`src/rtl/jk_cmd_driver.sv`:
```
// jk_cmd_driver: accepts JK commands over valid/ready, drives j/k for a
// programmed number of cycles, lets the flip-flop settle, then compares its q
// against an internal reference model and records mismatches.
module jk_cmd_driver #(
    parameter int LEN_W  = 4,
    parameter int SETTLE = 2,
    parameter int ERR_W  = 8
) (
    input  logic             clk,
    input  logic             rst,
    input  logic             cmd_valid,
    output logic             cmd_ready,
    input  logic [1:0]       cmd_op,
    input  logic [LEN_W-1:0] cmd_len,
    output logic             j,
    output logic             k,
    input  logic             q_in,
    output logic             exp_q,
    output logic             done,
    output logic             mismatch,
    output logic             err_sticky,
    output logic [ERR_W-1:0] err_count,
    input  logic             clr_err
);

    // Settle counter only needs to hold the value SETTLE (SETTLE >= 1).
    localparam int SET_W = $clog2(SETTLE + 1);

    typedef enum logic [1:0] {
        ST_IDLE   = 2'd0,
        ST_DRIVE  = 2'd1,
        ST_SETTLE = 2'd2,
        ST_CHECK  = 2'd3
    } state_t;

    state_t             state_q,      state_d;
    logic [1:0]         op_q,         op_d;
    logic [LEN_W-1:0]   cnt_q,        cnt_d;
    logic [SET_W-1:0]   settle_q,     settle_d;
    logic               ready_q,      ready_d;
    logic               j_q,          j_d;
    logic               k_q,          k_d;
    logic               exp_q_q,      exp_q_d;
    logic               done_q,       done_d;
    logic               mismatch_q,   mismatch_d;
    logic               sticky_q,     sticky_d;
    logic [ERR_W-1:0]   err_cnt_q,    err_cnt_d;

    // State register: every output is driven straight from a flop.
    always_ff @(posedge clk) begin
        if (rst) begin
            state_q    <= ST_IDLE;
            op_q       <= 2'b00;
            cnt_q      <= '0;
            settle_q   <= '0;
            ready_q    <= 1'b1;
            j_q        <= 1'b0;
            k_q        <= 1'b0;
            exp_q_q    <= 1'b0;
            done_q     <= 1'b0;
            mismatch_q <= 1'b0;
            sticky_q   <= 1'b0;
            err_cnt_q  <= '0;
        end else begin
            state_q    <= state_d;
            op_q       <= op_d;
            cnt_q      <= cnt_d;
            settle_q   <= settle_d;
            ready_q    <= ready_d;
            j_q        <= j_d;
            k_q        <= k_d;
            exp_q_q    <= exp_q_d;
            done_q     <= done_d;
            mismatch_q <= mismatch_d;
            sticky_q   <= sticky_d;
            err_cnt_q  <= err_cnt_d;
        end
    end

    // Next-state logic: command sequencing, JK reference model, error tracking.
    always_comb begin
        state_d    = state_q;
        op_d       = op_q;
        cnt_d      = cnt_q;
        settle_d   = settle_q;
        ready_d    = 1'b0;
        j_d        = 1'b0;
        k_d        = 1'b0;
        exp_q_d    = exp_q_q;
        done_d     = 1'b0;
        mismatch_d = 1'b0;
        sticky_d   = sticky_q;
        err_cnt_d  = err_cnt_q;

        case (state_q)
            ST_IDLE: begin
                ready_d = 1'b1;
                if (cmd_valid && ready_q) begin
                    op_d    = cmd_op;
                    cnt_d   = (cmd_len == '0) ? LEN_W'(1) : cmd_len;
                    state_d = ST_DRIVE;
                    ready_d = 1'b0;
                    // j/k appear the cycle after acceptance.
                    j_d     = cmd_op[1];
                    k_d     = cmd_op[0];
                end
            end
            ST_DRIVE: begin
                // The flip-flop sees this cycle's j/k at the closing edge,
                // so the model advances on the same edge.
                case (op_q)
                    2'b01:   exp_q_d = 1'b0;
                    2'b10:   exp_q_d = 1'b1;
                    2'b11:   exp_q_d = ~exp_q_q;
                    default: exp_q_d = exp_q_q;
                endcase
                cnt_d = cnt_q - LEN_W'(1);
                if (cnt_q == LEN_W'(1)) begin
                    state_d  = ST_SETTLE;
                    settle_d = SET_W'(SETTLE);
                end else begin
                    j_d = op_q[1];
                    k_d = op_q[0];
                end
            end
            ST_SETTLE: begin
                settle_d = settle_q - SET_W'(1);
                if (settle_q == SET_W'(1)) begin
                    state_d    = ST_CHECK;
                    done_d     = 1'b1;
                    mismatch_d = (q_in != exp_q_q);
                end
            end
            ST_CHECK: begin
                state_d = ST_IDLE;
                ready_d = 1'b1;
                if (mismatch_q) begin
                    sticky_d = 1'b1;
                    if (err_cnt_q != {ERR_W{1'b1}}) begin
                        err_cnt_d = err_cnt_q + ERR_W'(1);
                    end
                end
            end
            default: begin
                state_d = ST_IDLE;
                ready_d = 1'b1;
            end
        endcase

        // Clearing wins over a mismatch being recorded on the same edge.
        if (clr_err) begin
            sticky_d  = 1'b0;
            err_cnt_d = '0;
        end
    end

    assign cmd_ready  = ready_q;
    assign j          = j_q;
    assign k          = k_q;
    assign exp_q      = exp_q_q;
    assign done       = done_q;
    assign mismatch   = mismatch_q;
    assign err_sticky = sticky_q;
    assign err_count  = err_cnt_q;

endmodule

```
`config.mk`:
```
export PLATFORM = sky130hd
export DESIGN_NAME = jk_cmd_driver
export DESIGN_NICKNAME = d
export VERILOG_FILES = /design/src/rtl/jk_cmd_driver.sv
export SDC_FILE = /design/constraint.sdc
export NUM_CORES = 1
export LEC_CHECK = 0
export CORE_AREA = 4 4 72 67
export CTS_BUF_LIST = sky130_fd_sc_hd__clkbuf_16
export DETAILED_ROUTE_END_ITERATION = 12
export DIE_AREA = 0 0 76 71
export HOLD_SLACK_MARGIN = 0.12
export PLACE_DENSITY_LB_ADDON = 0.2
export SLEW_MARGIN = 30
export SYNTH_ARGS = -nofsm -noshare
export SYNTH_HDL_FRONTEND = slang
export SYNTH_SLANG_ARGS = --single-unit
```
`constraint.sdc`:
```
create_clock -name clk -period 5 [get_ports clk]
set_input_delay 0.5 -clock clk [delete_from_list [all_inputs] [get_ports clk]]
set_output_delay 0.5 -clock clk [all_outputs]
set_load 0.005 [all_outputs]
```
==> impl_metrics.yaml, run 1 <==
route:
  antenna_left: 0
  routedWlPerCell_um: 12.82
  drcViolationCount: 0
  vias: 1117
  viasPerCell: 5.147
  firstDrtPassIters: 4
  routed_wl_mm: 2.781
  drtIter0Drc: 61
global_routing:
  grt_pass1_vias: 1029
  grt_pass1_wl_mm: 4.733
  gr-usage-all-layers_pct: 10.60
  grt_max_degree: 17
  grt_overflow_total: 0
  antenna_found_initial: 0
yosys:
  synth_sequential_area_ratio_pct: 41.88
  synth_ff_type: "dfxtp_1"
  synth_fp_nets: 162
  synthArstFlopShare_pct: 0
  syn_avg_cell_area_um2: 8.356
  synth_seq_cells: 25
  synthesis.area_um2: 1195
  yosys_warnings: 0
  syn_inst: 143
  synth_edf_count: 0
  ys_types: 33
sta:
  fmaxAchievable_ghz: 0.5111
  setup_viol: 0
  fin_tns_setup_ns: 0
  worstMarginPinSlew_ns: 0.5714
  skew_ns: 0.001547
  rsz0062_at_grt: "no"
  drv_slew: 0
  relSlewSlack_pct: 61.79
  finalHoldViolations: 0
  period_share_pct: 39.13
  min_period_ns: 1.957
cts:
  postCtsSetupBuffers: 0
  holdBufCountCts: 0
  tritoncts: "built"
  cts_resized: 0
  numCtsBuffers: 3
  cts.htree.levels: 1
  clkTransAtPathRegs_ns: 0.06
  clk_path_buf_depth: 2
  clock-sinks: 25
  clock_latency_ns: 0.25
  cts_root_buffer: "clkbuf_16"
cells_and_area:
  postLayoutCoreUtil_pct: 38.87
  layout.cells.non_filler: 217
  syn_to_final_growth_pct: 31.62
  final_cell_mix: "25 x dfxtp_1, 25 x clkdlybuf4s50_1, 16 x nand2_1"
  diodes: 0
  fin_area_um2: 1573
  final_layout_size_suffix_gt1_share_pct: 3.550
  n_fill_cell: 424
  nets: 189
setup_path:
  r2r_start: "state_q[1]"
  critPathKind: "reg2reg"
  critPathCaptureType: "flip-flop"
  rrSetupSlack_ns: 3.04
  cpPeakStageDelay_ns: 0.46
  r2r_cells: 6
  critical_path.top_delay_family: "compound AO/OA/AOI/OAI gates"
  r2r_end: "cnt_q[3]"
  crit_chain: "inv_1 > ha_1 > inv_1 > o21ai_0 > o21ai_0 > a21oi_1"
  critical-path-slowest-cell: "ha_1"
  worstPathArrival_ns: 2.13
  crit_path_max_fanout: 15
  worstPathRequired_ns: 5.18
  cp.buffers_inverters: 2
  critPathLaunchType: "flip-flop"
place:
  place_area_um2: 1494
  dp.cells: 213
  globalplace.congestion: 0.7872
  hpwl_mm: 2.114
  io_buffers: 25
run_status:
  status: "completed"
floorplanning:
  core_um2: 4046
  row_count: 22
  dieWidth_um: 76
  dieArea_um2: 5396
  io_pins: 26
  start_util_pct: 29.53
  die_y_um: 71
power_and_ir_drop:
  p_total_uw: 669.0
  p_seq_share_pct: 39.4
  p_leak_uw: 0.0005820
  intPower_uw: 445.3
  ir_worst_vdd_uv: 156.8
  p_per_area_nw_per_um2: 425.3
  power_switching_uw: 223.7
  clockPowerShare_pct: 25.4
  comb_power_share_pct: 35.1
  p_sw_share_pct: 33.43
min_path:
  min_path_type: "reg2reg"
  hold_path_end: "cnt_q[1]"
  hold_path_depth: 2
  hp-start: "cnt_q[1]"
flow_run:
  cap_violations: 0
cell families (layout without fill, tap and decap cells):
| family | count (synthesis) | after routing | synth area share [%] |
|---|---|---|---|
| simple gates | 58 | 58 | 23.14 |
| compound gates | 34 | 34 | 18.12 |
| flops | 25 | 25 | 41.88 |
| buf+inv | 12 | 38 | 3.769 |
| fa+ha+maj | 8 | 8 | 8.377 |
| xor+xnor | 3 | 3 | 2.199 |
| mux | 3 | 3 | 2.513 |
power groups by stage:
| stage | combinational [µW] | clock (µW) | sequential [µW] |
|---|---|---|---|
| 6_report | 235 | 170 | 264 |
| 4_1_cts | 235 | 180 | 264 |
| 5_1_grt | 269 | 187 | 269 |
| 3_5_place_dp | 233 | 0 | 268 |
| 3_3_place_gp | 229 | 0 | 267 |
| 2_1_floorplan | 172 | 0 | 261 |
worst register-to-register path: stages (launching register included):
cell     delay (ns)
dfxtp_1        0.34
inv_1          0.09
ha_1           0.46
inv_1          0.22
o21ai_0        0.43
o21ai_0        0.18
a21oi_1        0.16
registers in the layout, summed over array words and instances, names as in the netlist:
| register | count |
|---|---|
| err_count | 8 |
| cnt_q | 4 |
| op_q | 2 |
| settle_q | 2 |
| state_q | 2 |
| cmd_ready | 1 |
| done | 1 |
| err_sticky | 1 |
| exp_q | 1 |
| j | 1 |
| k | 1 |
| mismatch | 1 |
how the worst max path moves through the flow:
| stage | slack, ns | cells after the start | from | end |
|---|---|---|---|---|
| global placement | 3.03 | 3 | rst | err_count[5] |
| global route | 2.88 | 6 | state_q[1] | cnt_q[3] |
| detailed placement | 2.96 | 3 | rst | err_count[6] |
| CTS | 3.07 | 6 | state_q[1] | cnt_q[3] |
| finish | 3.04 | 6 | state_q[1] | cnt_q[3] |
| floorplan | 3.38 | 6 | cnt_q[1] | state_q[1] |
Yosys cell counts, types with 2 or more instances:
master	n	area (µm²)
xnor2_1	2	17.52
o21ai_0	5	25.02
a21oi_1	14	70.07
nand3_1	6	30.03
dfxtp_1	25	500.5
inv_1	9	33.78
nand2_1	16	60.06
and3_1	3	18.77
or3_1	2	12.51
o21bai_1	2	15.01
a211oi_1	3	22.52
clkbuf_1	3	11.26
mux2i_1	3	30.03
nor2_1	15	56.30
a311oi_1	2	17.52
o211ai_1	2	15.01
nor3_1	7	35.03
ha_1	8	100.1
or2_2	2	12.51
metal layers:
| layer | vias up | global-route usage (%) | wire, µm |
|---|---|---|---|
| li1 | 559 | - | - |
| met4 | 0 | 2.964 | 34 |
| met3 | 4 | 3.181 | 193 |
| met1 | 513 | 13.69 | 1234 |
| met5 | - | 0 | 0 |
| met2 | 41 | 17.11 | 1320 |
area by class of cell:
cell class / count / area [µm²] / share of cell area (%)
Timing Repair Buffer: 25 / 250.2 / 15.91
Sequential cell: 25 / 500.5 / 31.82
Multi-Input combinational cell: 106 / 649.4 / 41.29
Tap cell: 48 / 60.06 / 3.819
Clock inverter: 1 / 3.754 / 0.2387
Clock buffer: 3 / 75.07 / 4.773
Inverter: 9 / 33.78 / 2.148
metrics by stage:
stage	hold slack (ns)	setup WS [ns]
2_1_floorplan	0.4410	3.380
3_3_place_gp	0.4606	3.026
4_1_cts	0.4763	3.070
5_1_grt	0.4946	2.878
6_report	0.4726	3.043
3_5_place_dp	0.4668	2.957
Note: power is estimated with default switching activity, not from simulation.
==> inputs of run 2 (changes only) <==
==> constraint.sdc (replaced) <==
create_clock -name clk -period 2 [get_ports clk]
set_input_delay 0.2 -clock clk [delete_from_list [all_inputs] [get_ports clk]]
set_output_delay 0.2 -clock clk [all_outputs]
set_load 0.005 [all_outputs]
==> impl_metrics.yaml, run 2 (synthesis results as in run 1) <==
run_status:
  status: "completed"
floorplanning:
  io_pins: 26
  row_count: 22
  dieWidth_um: 76
  die_y_um: 71
  dieArea_um2: 5396
  start_util_pct: 29.53
  core_um2: 4046
cts:
  tritoncts: "built"
  clkTransAtPathRegs_ns: 0.07
  cts_root_buffer: "clkbuf_16"
  clock-sinks: 25
  holdBufCountCts: 0
  postCtsSetupBuffers: 0
  clk_path_buf_depth: 2
  clock_latency_ns: 0.26
  cts.htree.levels: 1
  cts_resized: 0
  numCtsBuffers: 3
route:
  viasPerCell: 5.032
  routedWlPerCell_um: 12.99
  drcViolationCount: 0
  firstDrtPassIters: 6
  routed_wl_mm: 2.857
  vias: 1107
  antenna_left: 0
  drtIter0Drc: 92
sta:
  min_period_ns: 1.754
  relSlewSlack_pct: 69.95
  finalHoldViolations: 0
  setup_viol: 0
  period_share_pct: 87.69
  skew_ns: 0.004401
  fmaxAchievable_ghz: 0.5702
  drv_slew: 0
  whs_ns: 0.4750
  worstMarginPinSlew_ns: 0.4461
  rsz0062_at_grt: "no"
  fin_tns_setup_ns: 0
cells_and_area:
  largest_register_ffs: 8
  postLayoutCoreUtil_pct: 39.52
  syn_to_final_growth_pct: 33.82
  n_fill_cell: 413
  diodes: 0
  nets: 192
  final_layout_size_suffix_gt1_share_pct: 5.814
  final_cell_mix: "25 x dfxtp_1, 25 x clkdlybuf4s50_1, 16 x nand2_1"
min_path:
  hp-start: "cnt_q[1]"
  min_path_type: "reg2reg"
place:
  globalplace.congestion: 0.8674
  io_buffers: 25
  hpwl_mm: 2.198
global_routing:
  antenna_found_initial: 0
  grt_max_degree: 16
  gr-usage-all-layers_pct: 10.72
  grt_pass1_vias: 1021
  grt_overflow_total: 0
  grt_pass1_wl_mm: 4.754
setup_path:
  critical-path-slowest-cell: "a222oi_1"
  critPathKind: "reg2reg"
  worstPathRequired_ns: 2.15
  r2r_start: "cnt_q[1]"
  worstPathArrival_ns: 1.90
  crit_start: "cnt_q[1]"
  crit_chain: "inv_1 > ha_1 > or3b_4 > a222oi_1 > mux2i_1 > nor2_1"
  cpPeakStageDelay_ns: 0.42
  critPathCaptureType: "flip-flop"
  crit_path_max_fanout: 4
  critPathLaunchType: "flip-flop"
flow_run:
  cap_violations: 0
power_and_ir_drop:
  p_leak_uw: 0.0005912
  ir_worst_vdd_uv: 433.3
  p_per_area_nw_per_um2: 1078
[run 2: cell types whose count changed in the layout (fill, tap and decap cells not counted), sizes merged]
cell	before	now
buf	0	3
clkinvlp	0	1
inv	10	9
[run 2: worst paths after layout]
kind | depth (start not counted) | to | slack [ns]
hold reg to reg | 2 | cnt_q[1] | 0.47
setup / recovery | 6 | state_q[1] | 0.25
hold / removal | 2 | cnt_q[1] | 0.47
setup reg to reg | 6 | state_q[1] | 0.25
[run 2: worst max-delay path, delay by kind of cell (launching register included)]
family / cells / cell delay (ns)
AOI/OAI and AO/OA: 1 / 0.42
adders and majority gates: 1 / 0.13
muxes: 1 / 0.24
buffers and inverters: 1 / 0.08
and+or+nand+nor: 2 / 0.45
DFF: 1 / 0.32
[run 2: cell type report]
type,count,area [µm²],share of cell area (%)
multi-input combinational,106,649.4,40.61
sequential,25,500.5,31.30
tap,48,60.06,3.756
inverter,9,33.78,2.113
timing repair buffer,28,272.8,17.06
clock inverter,1,7.507,0.4695
clock buffer,3,75.07,4.695
[run 2: metrics by stage]
stage               instance area (µm²)  instances  total power, µW  setup WS [ns]
floorplan                          1195        143             1082         0.3805
finish                             1599        220             1724         0.2463
global route                       1599        220             1862        0.07115
CTS                                1599        220             1738         0.2555
global placement                   1516        216             1260         0.3295
detailed placement                 1516        216             1276         0.2723
[run 2: report_power, final]
part	internal, µW	switching [µW]	total, µW
clock network	272	184	456
registers	587	72.1	659
logic	279	330	609
[run 2: metal layers]
metal / vias up / global-route usage, % / wire (µm)
li1: 560 / - / -
met1: 523 / 15.11 / 1439
met2: 22 / 15.59 / 1268
met3: 2 / 3.435 / 129
met4: 0 / 2.964 / 19
met5: - / 0 / 0
==> inputs of run 3 (changes only) <==
--- a/config.mk
+++ b/config.mk
@@ -11,6 +11,7 @@
 export DIE_AREA = 0 0 76 71
 export HOLD_SLACK_MARGIN = 0.12
 export PLACE_DENSITY_LB_ADDON = 0.2
+export REMOVE_ABC_BUFFERS = 1
 export SLEW_MARGIN = 30
 export SYNTH_ARGS = -nofsm -noshare
 export SYNTH_HDL_FRONTEND = slang
==> impl_metrics.yaml, run 3 (synthesis results as in run 1) <==
cells_and_area:
  nets: 191
  syn_to_final_growth_pct: 32.98
  diodes: 0
  final_layout_size_suffix_gt1_share_pct: 5.263
  postLayoutCoreUtil_pct: 39.27
  final_cell_mix: "25 x dfxtp_1, 25 x clkdlybuf4s50_1, 16 x nand2_1"
  largest_register_ffs: 8
cts:
  clkTransAtPathRegs_ns: 0.06
  holdBufCountCts: 0
  tritoncts: "built"
  cts_resized: 0
  clock_latency_ns: 0.26
  numCtsBuffers: 3
  postCtsSetupBuffers: 0
  cts.htree.levels: 1
  clock-sinks: 25
  clk_path_buf_depth: 2
  cts_root_buffer: "clkbuf_16"
setup_path:
  critPathKind: "reg2reg"
  r2r_end: "state_q[1]"
  r2r_start: "cnt_q[1]"
  critPathCaptureType: "flip-flop"
  critPathLaunchType: "flip-flop"
  rrSetupSlack_ns: 0.21
  crit_path_max_fanout: 4
  worstPathRequired_ns: 2.15
  r2r_cells: 6
  worstPathArrival_ns: 1.94
global_routing:
  grt_pass1_vias: 1037
  grt_overflow_total: 0
  gr-usage-all-layers_pct: 10.45
  grt_pass1_wl_mm: 4.705
  antenna_found_initial: 0
  grt_max_degree: 16
sta:
  worstMarginPinSlew_ns: 0.4641
  drv_slew: 0
  finalHoldViolations: 0
  fmaxAchievable_ghz: 0.5585
  min_period_ns: 1.791
  skew_ns: 0.004169
  rsz0062_at_grt: "no"
  relSlewSlack_pct: 69.06
  fin_tns_setup_ns: 0
  period_share_pct: 89.53
  setup_viol: 0
run_status:
  status: "completed"
floorplanning:
  row_count: 22
  die_y_um: 71
  dieArea_um2: 5396
  io_pins: 26
  core_um2: 4046
  start_util_pct: 29.53
  dieWidth_um: 76
min_path:
  hp-start: "cnt_q[1]"
  hold_path_end: "cnt_q[1]"
  hold_path_depth: 2
  min_path_type: "reg2reg"
route:
  vias: 1097
  firstDrtPassIters: 4
  routed_wl_mm: 2.770
  drtIter0Drc: 63
  viasPerCell: 5.009
  drcViolationCount: 0
  routedWlPerCell_um: 12.65
  antenna_left: 0
place:
  globalplace.congestion: 0.8070
  io_buffers: 25
  hpwl_mm: 2.156
power_and_ir_drop:
  p_per_area_nw_per_um2: 1077
  p_leak_uw: 0.0005906
  ir_worst_vdd_uv: 352.8
flow_run:
  cap_violations: 0
## run 3: power by group
group / internal, µW / switching, µW / leakage (µW)
Clock: 269 / 173 / 0.0000409
Combinational: 272 / 341 / 0.000346
Sequential: 587 / 68.5 / 0.000203
Total: 1130 / 583 / 0.000591
## run 3: routing by layer
layer | GRT usage, % | wire [µm] | up-vias
met5 | 0 | 0 | -
li1 | - | - | 563
met1 | 13.43 | 1310 | 505
met2 | 16.44 | 1311 | 27
met3 | 2.926 | 115 | 2
met4 | 4.348 | 32 | 0
## run 3: worst max-delay path: stages (launching register included)
cell      delay, ns
dfxtp_1        0.32
inv_1          0.08
ha_1           0.13
or3b_4         0.40
a222oi_1       0.44
mux2i_1        0.26
nor2_1         0.06
## run 3: worst max-delay path by stage
stage | end | cells past startpoint | from | slack, ns
6_report | state_q[1] | 6 | cnt_q[1] | 0.21
5_1_grt | state_q[0] | 6 | cnt_q[1] | 0.07
4_1_cts | state_q[1] | 6 | cnt_q[1] | 0.22
3_5_place_dp | state_q[1] | 6 | cnt_q[1] | 0.23
3_3_place_gp | state_q[1] | 6 | cnt_q[1] | 0.33
2_1_floorplan | state_q[1] | 6 | cnt_q[1] | 0.39
## run 3: cell type report
cell class              count  area, µm²
fillers                   409       2457
multi-input cells         106      649.4
flip-flops and latches     25      500.5
repair buffers             27      265.3
clock buffers               3      75.07
well taps                  48      60.06
inverters                   9      33.78
clock inverters             1      5.005
## run 3: metrics by stage
| stage | power, µW | cells | worst slack [ns] | hold slack (ns) | instance area (µm²) |
|---|---|---|---|---|---|
| floorplan | 1076 | 140 | 0.3936 | 0.2691 | 1184 |
| global placement | 1244 | 215 | 0.3297 | 0.4553 | 1509 |
| detailed placement | 1278 | 215 | 0.2281 | 0.4726 | 1509 |
| CTS | 1726 | 219 | 0.2164 | 0.4827 | 1589 |
| global route | 1840 | 219 | 0.07012 | 0.5096 | 1589 |
| finish | 1711 | 219 | 0.2094 | 0.4765 | 1589 |
